$ cat src/rtl/saradc_pkg.sv
// Shared definitions for the SAR ADC controller: state encoding and default parameters.
// Latency: n/a (package only).
// Backpressure: n/a.
package saradc_pkg;

    localparam int SARADC_NBITS         = 8;
    localparam int SARADC_SAMPLE_CYCLES = 4;
    localparam int SARADC_SETTLE_CYCLES = 2;

    typedef enum logic [2:0] {
        IDLE,
        SAMPLE,
        HOLD,
        SETTLE,
        COMPARE,
        DECIDE,
        DONE
    } sar_state_t;

endpackage

$ cat src/rtl/saradc_sw_drv.sv
// Complementary S/SB switch-pair driver: both rails come from one register stage.
// Latency: 1 cycle from s_next to s/sb.
// Backpressure: none; the vector is loaded every cycle.
module saradc_sw_drv #(
    parameter int WIDTH = 1
) (
    input  logic             clk,
    input  logic             rst,
    input  logic [WIDTH-1:0] s_next,
    output logic [WIDTH-1:0] s,
    output logic [WIDTH-1:0] sb
);

    // S and SB are separate flops loaded together so SB never passes through logic after S.
    always_ff @(posedge clk) begin
        if (rst) begin
            s  <= '0;
            sb <= '1;
        end else begin
            s  <= s_next;
            sb <= ~s_next;
        end
    end

endmodule

$ cat src/rtl/saradc_sar_ctrl.sv
// SAR ADC conversion sequencer: sample, hold, then per-bit settle/compare/decide, MSB first.
// Latency: start at cycle 0 -> result_valid at SAMPLE_CYCLES + 1 + NBITS*(SETTLE_CYCLES+2) + 1.
// Backpressure: none; start is only accepted in IDLE and is dropped otherwise, abort wins.
module saradc_sar_ctrl
    import saradc_pkg::*;
#(
    parameter int NBITS         = SARADC_NBITS,
    parameter int SAMPLE_CYCLES = SARADC_SAMPLE_CYCLES,
    parameter int SETTLE_CYCLES = SARADC_SETTLE_CYCLES
) (
    input  logic             clk,
    input  logic             rst,
    input  logic             start,
    input  logic             abort,
    output logic             busy,
    output logic             cmp_en,
    input  logic             cmp_out,
    output logic             sw_sample_s,
    output logic             sw_sample_sb,
    output logic [NBITS-1:0] dac_s,
    output logic [NBITS-1:0] dac_sb,
    output logic [NBITS-1:0] result,
    output logic             result_valid
);

    // One down-counter serves both the sample window and the per-bit settle window.
    localparam int CNT_MAX = (SAMPLE_CYCLES > SETTLE_CYCLES) ? SAMPLE_CYCLES : SETTLE_CYCLES;
    localparam int CNT_W   = $clog2(CNT_MAX + 1);
    localparam int IDX_W   = $clog2(NBITS);

    localparam logic [CNT_W-1:0] SAMPLE_LOAD = CNT_W'(SAMPLE_CYCLES - 1);
    localparam logic [CNT_W-1:0] SETTLE_LOAD = (SETTLE_CYCLES > 0) ? CNT_W'(SETTLE_CYCLES - 1) : '0;
    localparam logic [IDX_W-1:0] IDX_MSB     = IDX_W'(NBITS - 1);

    sar_state_t       state, state_nxt;
    logic [CNT_W-1:0] cnt, cnt_nxt;
    logic [IDX_W-1:0] idx, idx_nxt;
    logic [NBITS-1:0] code, code_nxt;

    logic [NBITS-1:0] trial_bit;
    logic             sample_nxt;
    logic [NBITS-1:0] dac_nxt;

    // Next-state, counter, bit index and partial code.
    always_comb begin
        state_nxt = state;
        cnt_nxt   = cnt;
        idx_nxt   = idx;
        code_nxt  = code;
        case (state)
            IDLE: begin
                if (start) begin
                    state_nxt = SAMPLE;
                    cnt_nxt   = SAMPLE_LOAD;
                    code_nxt  = '0;
                end
            end
            SAMPLE: begin
                if (cnt == '0) begin
                    state_nxt = HOLD;
                end else begin
                    cnt_nxt = cnt - 1'b1;
                end
            end
            HOLD: begin
                idx_nxt  = IDX_MSB;
                code_nxt = '0;
                if (SETTLE_CYCLES == 0) begin
                    state_nxt = COMPARE;
                end else begin
                    state_nxt = SETTLE;
                    cnt_nxt   = SETTLE_LOAD;
                end
            end
            SETTLE: begin
                if (cnt == '0) begin
                    state_nxt = COMPARE;
                end else begin
                    cnt_nxt = cnt - 1'b1;
                end
            end
            COMPARE: begin
                state_nxt = DECIDE;
            end
            DECIDE: begin
                code_nxt[idx] = cmp_out;
                if (idx == '0) begin
                    state_nxt = DONE;
                end else begin
                    idx_nxt = idx - 1'b1;
                    if (SETTLE_CYCLES == 0) begin
                        state_nxt = COMPARE;
                    end else begin
                        state_nxt = SETTLE;
                        cnt_nxt   = SETTLE_LOAD;
                    end
                end
            end
            DONE: begin
                state_nxt = IDLE;
            end
            default: begin
                state_nxt = IDLE;
            end
        endcase
        if (abort) begin
            state_nxt = IDLE;
        end
    end

    // Switch targets are derived from the next state so the pads change on the same edge as the state.
    always_comb begin
        trial_bit  = NBITS'(1) << idx_nxt;
        sample_nxt = (state_nxt == SAMPLE);
        dac_nxt    = '0;
        if (state_nxt == SETTLE || state_nxt == COMPARE || state_nxt == DECIDE) begin
            dac_nxt = code_nxt | trial_bit;
        end
    end

    // State, sequencing registers and registered status outputs.
    always_ff @(posedge clk) begin
        if (rst) begin
            state        <= IDLE;
            cnt          <= '0;
            idx          <= '0;
            code         <= '0;
            busy         <= 1'b0;
            cmp_en       <= 1'b0;
            result       <= '0;
            result_valid <= 1'b0;
        end else begin
            state        <= state_nxt;
            cnt          <= cnt_nxt;
            idx          <= idx_nxt;
            code         <= code_nxt;
            busy         <= (state_nxt != IDLE);
            cmp_en       <= (state_nxt == COMPARE);
            result_valid <= (state_nxt == DONE);
            if (state_nxt == DONE) begin
                result <= code_nxt;
            end
        end
    end

    saradc_sw_drv #(
        .WIDTH (1)
    ) u_sample_drv (
        .clk    (clk),
        .rst    (rst),
        .s_next (sample_nxt),
        .s      (sw_sample_s),
        .sb     (sw_sample_sb)
    );

    saradc_sw_drv #(
        .WIDTH (NBITS)
    ) u_dac_drv (
        .clk    (clk),
        .rst    (rst),
        .s_next (dac_nxt),
        .s      (dac_s),
        .sb     (dac_sb)
    );

endmodule

$ cat config.mk
export PLATFORM = sky130hd
export DESIGN_NAME = saradc_sar_ctrl
export DESIGN_NICKNAME = d
export VERILOG_FILES = /design/src/rtl/saradc_pkg.sv /design/src/rtl/saradc_sw_drv.sv /design/src/rtl/saradc_sar_ctrl.sv
export SDC_FILE = /design/constraint.sdc
export NUM_CORES = 1
export LEC_CHECK = 0
export ABC_CLOCK_PERIOD_IN_PS = 4400
export CAP_MARGIN = 25
export CORE_AREA = 10 10 74 91
export CTS_BUF_LIST = sky130_fd_sc_hd__clkbuf_8
export DETAILED_ROUTE_END_ITERATION = 10
export DIE_AREA = 0 0 84 101
export GPL_TIMING_DRIVEN = 1
export PLACE_DENSITY_LB_ADDON = 0.08
export SYNTH_ARGS = -nofsm -noshare
export SYNTH_HDL_FRONTEND = slang
export SYNTH_SLANG_ARGS = --single-unit
$ cat constraint.sdc
create_clock -name clk -period 4.4 [get_ports clk]
set_input_delay 0.88 -clock clk [delete_from_list [all_inputs] [get_ports clk]]
set_output_delay 0.88 -clock clk [all_outputs]
set_load 0.01 [all_outputs]
# Yosys cells after proc, flatten, opt, wreduce, memory -nomap -nowiden
# Cells that the tools add are included.
[op_classes]
n_reduce_logical = 10
n_lt_le_gt_ge = 2
add_sub_neg = 2
shift = 1
div_mod_pow = 0
bitwise_logic = 3
eq_ne = 13
muxes = 18
mul = 0
[op_table]
columns = ["op", "n"]
rows = [
  ["3-bit two-way mux", 9],
  ["8-bit case mux with 3 select lines", 1],
  ["3-bit case mux with 6 select lines", 1],
  ["8-bit two-way mux", 2],
  ["3-bit == test, second input constant", 5],
  ["3-bit case mux with 4 select lines", 1],
  ["3-bit by 2-bit == test with 1-bit output, second input constant", 3],
  ["3-bit zero test", 3],
  ["8-bit bitwise mux", 1],
  ["8-bit NOT", 1],
  ["8-bit OR", 1],
  ["1-bit by 3-bit << shifter with 8-bit output, first input constant", 1],
  ["3-bit by 1-bit == test with 1-bit output, second input constant", 2],
  ["2-bit inequality test, second input constant", 3],
  ["3-bit case mux with 2 select lines", 1],
  ["3-bit by 1-bit subtractor with 3-bit output, second input constant", 2],
  ["3-bit by 4-bit < comparator with 1-bit output, second input constant", 1],
  ["4-bit AND reduction", 1],
  ["4-bit nonzero test", 1],
  ["1-bit demux with 3-bit select", 1],
  ["3-bit by 1-bit greater-or-equal comparator with 1-bit output, second input constant", 1],
  ["3-bit nonzero test", 1],
  ["1-bit logical OR", 2],
  ["2-bit OR reduction", 1],
  ["3 further kinds", 3],
]
[totals]
ramBits = 0
wordCells = 61
inputBits = 5
ff_bits = 46
mem_bits_ro = 0
latch_bits = 0
n_memories = 0

# Depth between registers and ports, before layout
[logic_depth]
word_depth = 9
mapped_depth = 9
mapped_depth_nobuf = 7

# By module
# Synthesis repeated with hierarchy kept, for this count alone.
[unflattened]
cells_unflattened = 216
hier_area_um2 = 1966.9
[by_module_without_submodules]
columns = ["module", "n_inst", "cells_per_inst", "area_each_um2"]
rows = [
  ["saradc_sar_ctrl", 1, 179, 1480.2],
  ["saradc_sw_drv (u_dac_drv)", 1, 33, 434.2],
  ["saradc_sw_drv (u_sample_drv)", 1, 4, 52.6],
]

# Worst setup path after synthesis
# Ideal clock, no wire load.
[synth_timing]
kind = "register to register"
from = "reg idx[0]"
to = "reg cnt[2]"
path_stages_with_launch = 9
t_arrival_ns = 2.170
synth_period_minus_slack_ns = 2.274
slack_ns = 2.126
cell_sequence = "dfxtp_1 -> clkbuf_1 -> inv_1 -> ha_1 -> and2b_1 -> o22ai_2 -> a21oi_2 -> or3_1 -> a2111oi_2"
[synth_via]
elab_chain_cells = 3
[synth_lines]
columns = ["element", "line", "rtl"]
rows = [
  ["start: declaration", "saradc_sar_ctrl.sv:37", "logic [IDX_W-1:0] idx, idx_nxt;"],
  ["start signal: assignment", "saradc_sar_ctrl.sv:135", "idx <= idx_nxt;"],
  ["3-bit zero test", "saradc_sar_ctrl.sv:87", "if (idx == '0) begin"],
  ["2-bit inequality test (no line)", "n/a", ""],
  ["4-bit AND reduction (no line)", "n/a", ""],
  ["end signal: assignment", "saradc_sar_ctrl.sv:134", "cnt <= cnt_nxt;"],
  ["end: declaration", "saradc_sar_ctrl.sv:36", "logic [CNT_W-1:0] cnt, cnt_nxt;"],
]
# No other way between the ends.
# A chain may end at the register's enable or synchronous reset.

# Final worst setup path
[layout_timing]
from = "reg state[0]"
to = "reg result[6]"
[layout_via]
elab_chain_cells = 4
elab_cells_between_ends = 13
classes_between = "eq/ne: 6; mux: 6; reduce/logical: 1"
[layout_lines]
columns = ["element", "line", "rtl"]
rows = [
  ["start: declaration", "saradc_sar_ctrl.sv:35", "sar_state_t state, state_nxt;"],
  ["start signal: assignment", "saradc_sar_ctrl.sv:133", "state <= state_nxt;"],
  ["3-bit == test (tied with other cells)", "saradc_sar_ctrl.sv:50", "case (state)"],
  ["3-bit case mux with 6 select lines", "saradc_sar_ctrl.sv:50", ""],
  ["3-bit two-way mux", "saradc_sar_ctrl.sv:106", "if (abort) begin"],
  ["3-bit == test", "saradc_sar_ctrl.sv:140", "if (state_nxt == DONE) begin"],
  ["end signal: assignment", "saradc_sar_ctrl.sv:141", "result <= code_nxt;"],
  ["end: declaration", "saradc_sar_ctrl.sv:22", "output logic [NBITS-1:0] result,"],
]
# Several ways; a longest one is shown, not always the timed one.

==> impl_metrics.json <==
{
  "routed_wire_length_per_instance_um": 15.4,
  "cts.clk_slew.worst_paths_ns": 0.08,
  "finalHoldViolations": 0,
  "worst-path-max-fanout": 22,
  "maximum_buffer_depth_of_the_clock_tree": 2,
  "placed_area_sq_um": 2520,
  "track_usage_pct": 11.9,
  "finish.instance_area_sq_um": 2600,
  "mappedNetlistNets": 246,
  "fin_setup_tns_ns": 0,
  "critPathRequiredTime_ns": 4.61,
  "fin_crit_ns": 2.63,
  "summed_instance_area_of_the_synthesized_netlist_sq_um": 2180,
  "final.hold.worst_slack_ns": 0.500,
  "synthesized_flop_and_latch_total": 46,
  "final.setup_skew_ns": 0.00391,
  "setup_viol": 0,
  "final.setup.worst_slack_ns": 1.77,
  "detailroute.via_count": 1786,
  "drv.max_cap_violation_count": 0,
  "outcome": "complete, no violations",
  "grt-ovfl-total": 0,
  "detail_route.drc_violations": 0,
  "place_inst": 319,
  "share_of_flip_flops_with_an_asynchronous_set_or_reset_pct": 0,
  "multi_input_comb_area_sq_um": 1160,
  "power.share.combinational_pct": 15.8,
  "ys.warnings.count": 0,
  "clk_root_buffer_cell": "sky130_fd_sc_hd__clkbuf_8",
  "cts_repair_resize_count": 0,
  "synth.lib_cells_used.distinct": 49,
  "hold_buffer_count_at_cts": 0,
  "rsz0062_at_grt": "false",
  "power.clock.fraction_pct": 29.9,
  "design.die.area_sq_um": 8480,
  "synth_top_cells_by_area": "sky130_fd_sc_hd__dfxtp_1 42%, sky130_fd_sc_hd__nor2_1 5.8%, sky130_fd_sc_hd__o21ai_1 3.9%, sky130_fd_sc_hd__o21a_1 3.8%, sky130_fd_sc_hd__a211oi_1 3.1%",
  "switching_share_pct": 28.5,
  "cellInternalPower_uw": 583,
  "synth_top_cell_area_share_pct": 42.2,
  "rows": 29,
  "antennaDiodeCount": 0,
  "detailedRoute.firstIterationViolations": 117,
  "cts-buffers-inserted": 5,
  "core-area_sq_um": 5010,
  "timing.setup.critical_path_class": "reg2reg",
  "max_freq_ghz": 0.381,
  "via_count_of_the_first_global_routing_pass": 1712,
  "grt_antenna_before_repair": 0,
  "timing.final.crit_share_pct": 59.7,
  "fillers": 484,
  "area.growth.synth_to_final_pct": 19.1,
  "critical_path_arrival_ns": 2.84,
  "route.detailed.vias_per_inst": 5.48,
  "ys_seq_area_share_pct": 42.2,
  "syn-instance-count": 237,
  "cts.sinks": 46,
  "synthFlopType": "sky130_fd_sc_hd__dfxtp_1",
  "globalplace.congestion": 0.822,
  "place_hpwl_um": 3700,
  "final-instance-count-excl-fill": 326,
  "fraction_of_layout_instances_using_a_drive_strength_above_1_pct": 11.7,
  "power_frac_seq_pct": 54.4,
  "cts_tree": "built",
  "power_switching_uw": 232,
  "ios": 34,
  "numPortBuffers": 33,
  "timing.slew.headroom_pct": 39.3,
  "finalPower_uw": 815,
  "hold_class": "reg2reg",
  "pin_count_of_the_biggest_net_entering_global_routing": 26,
  "timing.critical_path.from_type": "flip-flop",
  "post-cts-setup-buffers": 0,
  "layout.nets": 273,
  "synth.avg_cell_area_sq_um": 9.21,
  "die_x_um": 84,
  "antenna_left": 0,
  "drt-pass1-iter-count": 4,
  "vdd.ir_drop.worst_uv": 196,
  "first_pass_grt_wire_length_um": 8420,
  "worst_pin_slew_ns": 0.906,
  "layout.area.seq_sq_um": 921,
  "edff_count_synth": 0,
  "chip_height_um": 101,
  "final_wirelength_um": 5030,
  "h-tree-depth": 2,
  "finalCoreUtilization_pct": 51.9,
  "power.density_nw_per_um2": 314,
  "synth_area_leader": "sky130_fd_sc_hd__dfxtp_1",
  "cellLeakagePower_nw": 0.927,
  "initial_util_pct": 43.6,
  "setup.worst_path.end_class": "flip-flop",
  "timing_max_transition_violations_final": 0,
  "clock_latency_ns": 0.30,
  "preCtsSetupSlack_ns": 1.60
}
[worst max-delay path, stage by stage (launching register included)]
cell	delay [ns]
sky130_fd_sc_hd__dfxtp_1	0.84
sky130_fd_sc_hd__nand3b_1	0.52
sky130_fd_sc_hd__nor3_2	0.83
sky130_fd_sc_hd__nor2_1	0.09
sky130_fd_sc_hd__a211oi_1	0.25
[state kept, by name (all words and copies together) (netlist names)]
register,cells
code,8
result,8
u_dac_drv.s,8
u_dac_drv.sb,8
cnt,3
idx,3
state,3
busy,1
cmp_en,1
result_valid,1
u_sample_drv.s,1
u_sample_drv.sb,1
[cells by family (layout without fill, tap and decap cells)]
family | count (synthesis) | after routing | synth area share [%]
AO/OA/AOI/OAI | 82 | 82 | 29.6
adder cells (fa/ha/maj) | 4 | 4 | 2.29
multiplexers | 1 | 1 | 0.516
buffers and inverters | 21 | 48 | 4.76
AND/OR/NAND/NOR | 83 | 83 | 20.6
flip-flops | 46 | 46 | 42.2
[layout make-up]
cell class / count / area share (%)
Tap cell: 62 / 2.98
Inverter: 7 / 1.01
Clock buffer: 5 / 2.65
Timing Repair Buffer: 34 / 13.0
Clock inverter: 2 / 0.385
Multi-Input combinational cell: 170 / 44.6
Sequential cell: 46 / 35.4
[synth_stat cells (3+ instances only)]
library cell / count
sky130_fd_sc_hd__a211oi_1: 9
sky130_fd_sc_hd__a21o_1: 5
sky130_fd_sc_hd__a21oi_1: 9
sky130_fd_sc_hd__a22o_1: 4
sky130_fd_sc_hd__a22oi_1: 4
sky130_fd_sc_hd__buf_2: 5
sky130_fd_sc_hd__buf_4: 3
sky130_fd_sc_hd__clkbuf_1: 5
sky130_fd_sc_hd__dfxtp_1: 46
sky130_fd_sc_hd__ha_1: 4
sky130_fd_sc_hd__inv_1: 7
sky130_fd_sc_hd__nand2_1: 9
sky130_fd_sc_hd__nand2b_1: 3
sky130_fd_sc_hd__nand3b_1: 3
sky130_fd_sc_hd__nor2_1: 34
sky130_fd_sc_hd__nor2b_1: 6
sky130_fd_sc_hd__nor3_1: 9
sky130_fd_sc_hd__nor3_2: 4
sky130_fd_sc_hd__o21a_1: 11
sky130_fd_sc_hd__o21ai_0: 5
sky130_fd_sc_hd__o21ai_1: 17
[power by group through the flow]
stage	combinational [mW]	clock (mW)	sequential [mW]
6_report	0.129	0.244	0.443
5_1_grt	0.144	0.267	0.445
4_1_cts	0.129	0.255	0.443
3_5_place_dp	0.128	0	0.453
3_3_place_gp	0.128	0	0.453
2_1_floorplan	0.111	0	0.440
[placed cells by master, fill, tap and decap left out, types with 2 or more instances in the layout]
cell | synthesis | layout
sky130_fd_sc_hd__clkdlybuf4s50_1 | 0 | 33
sky130_fd_sc_hd__clkbuf_8 | 0 | 5
sky130_fd_sc_hd__o21ai_0 | 5 | 5
sky130_fd_sc_hd__nor2b_1 | 6 | 6
sky130_fd_sc_hd__o21ai_2 | 2 | 2
sky130_fd_sc_hd__ha_1 | 4 | 4
sky130_fd_sc_hd__and3_1 | 2 | 2
sky130_fd_sc_hd__a21o_1 | 5 | 5
sky130_fd_sc_hd__o21a_1 | 11 | 11
sky130_fd_sc_hd__nor3b_2 | 2 | 2
sky130_fd_sc_hd__a211oi_1 | 9 | 9
sky130_fd_sc_hd__nand3b_1 | 3 | 3
sky130_fd_sc_hd__nor2_1 | 34 | 34
sky130_fd_sc_hd__a22o_1 | 4 | 4
sky130_fd_sc_hd__inv_1 | 7 | 7
sky130_fd_sc_hd__a21oi_1 | 9 | 9
sky130_fd_sc_hd__nand2b_1 | 3 | 3
sky130_fd_sc_hd__nand2b_2 | 2 | 2
sky130_fd_sc_hd__nand2_1 | 9 | 9
sky130_fd_sc_hd__dfxtp_1 | 46 | 46
sky130_fd_sc_hd__nor3_2 | 4 | 4
sky130_fd_sc_hd__nand2_2 | 2 | 2
sky130_fd_sc_hd__o221ai_1 | 2 | 2
sky130_fd_sc_hd__clkinv_2 | 0 | 2
sky130_fd_sc_hd__nor3_1 | 9 | 9
sky130_fd_sc_hd__a2111oi_2 | 2 | 2
sky130_fd_sc_hd__o21ai_1 | 17 | 17
sky130_fd_sc_hd__a22oi_1 | 4 | 4
[routing by layer]
metal	part of all wire [%]	GRT usage (%)
met1	42	13.1
met2	50	20.8
met3	5.0	3.32
met4	2.9	5.55
met5	0	0
[worst paths after layout]
kind / start / endpoint / slack (ns) / cells after the start
setup / recovery: state[0] / result[6] / 1.77 / 4
hold / removal: result[0] / result[0] / 0.50 / 2
setup reg to reg: state[0] / result[6] / 1.77 / 4
hold reg to reg: result[0] / result[0] / 0.50 / 2
Power figures use the tool's default switching activity.
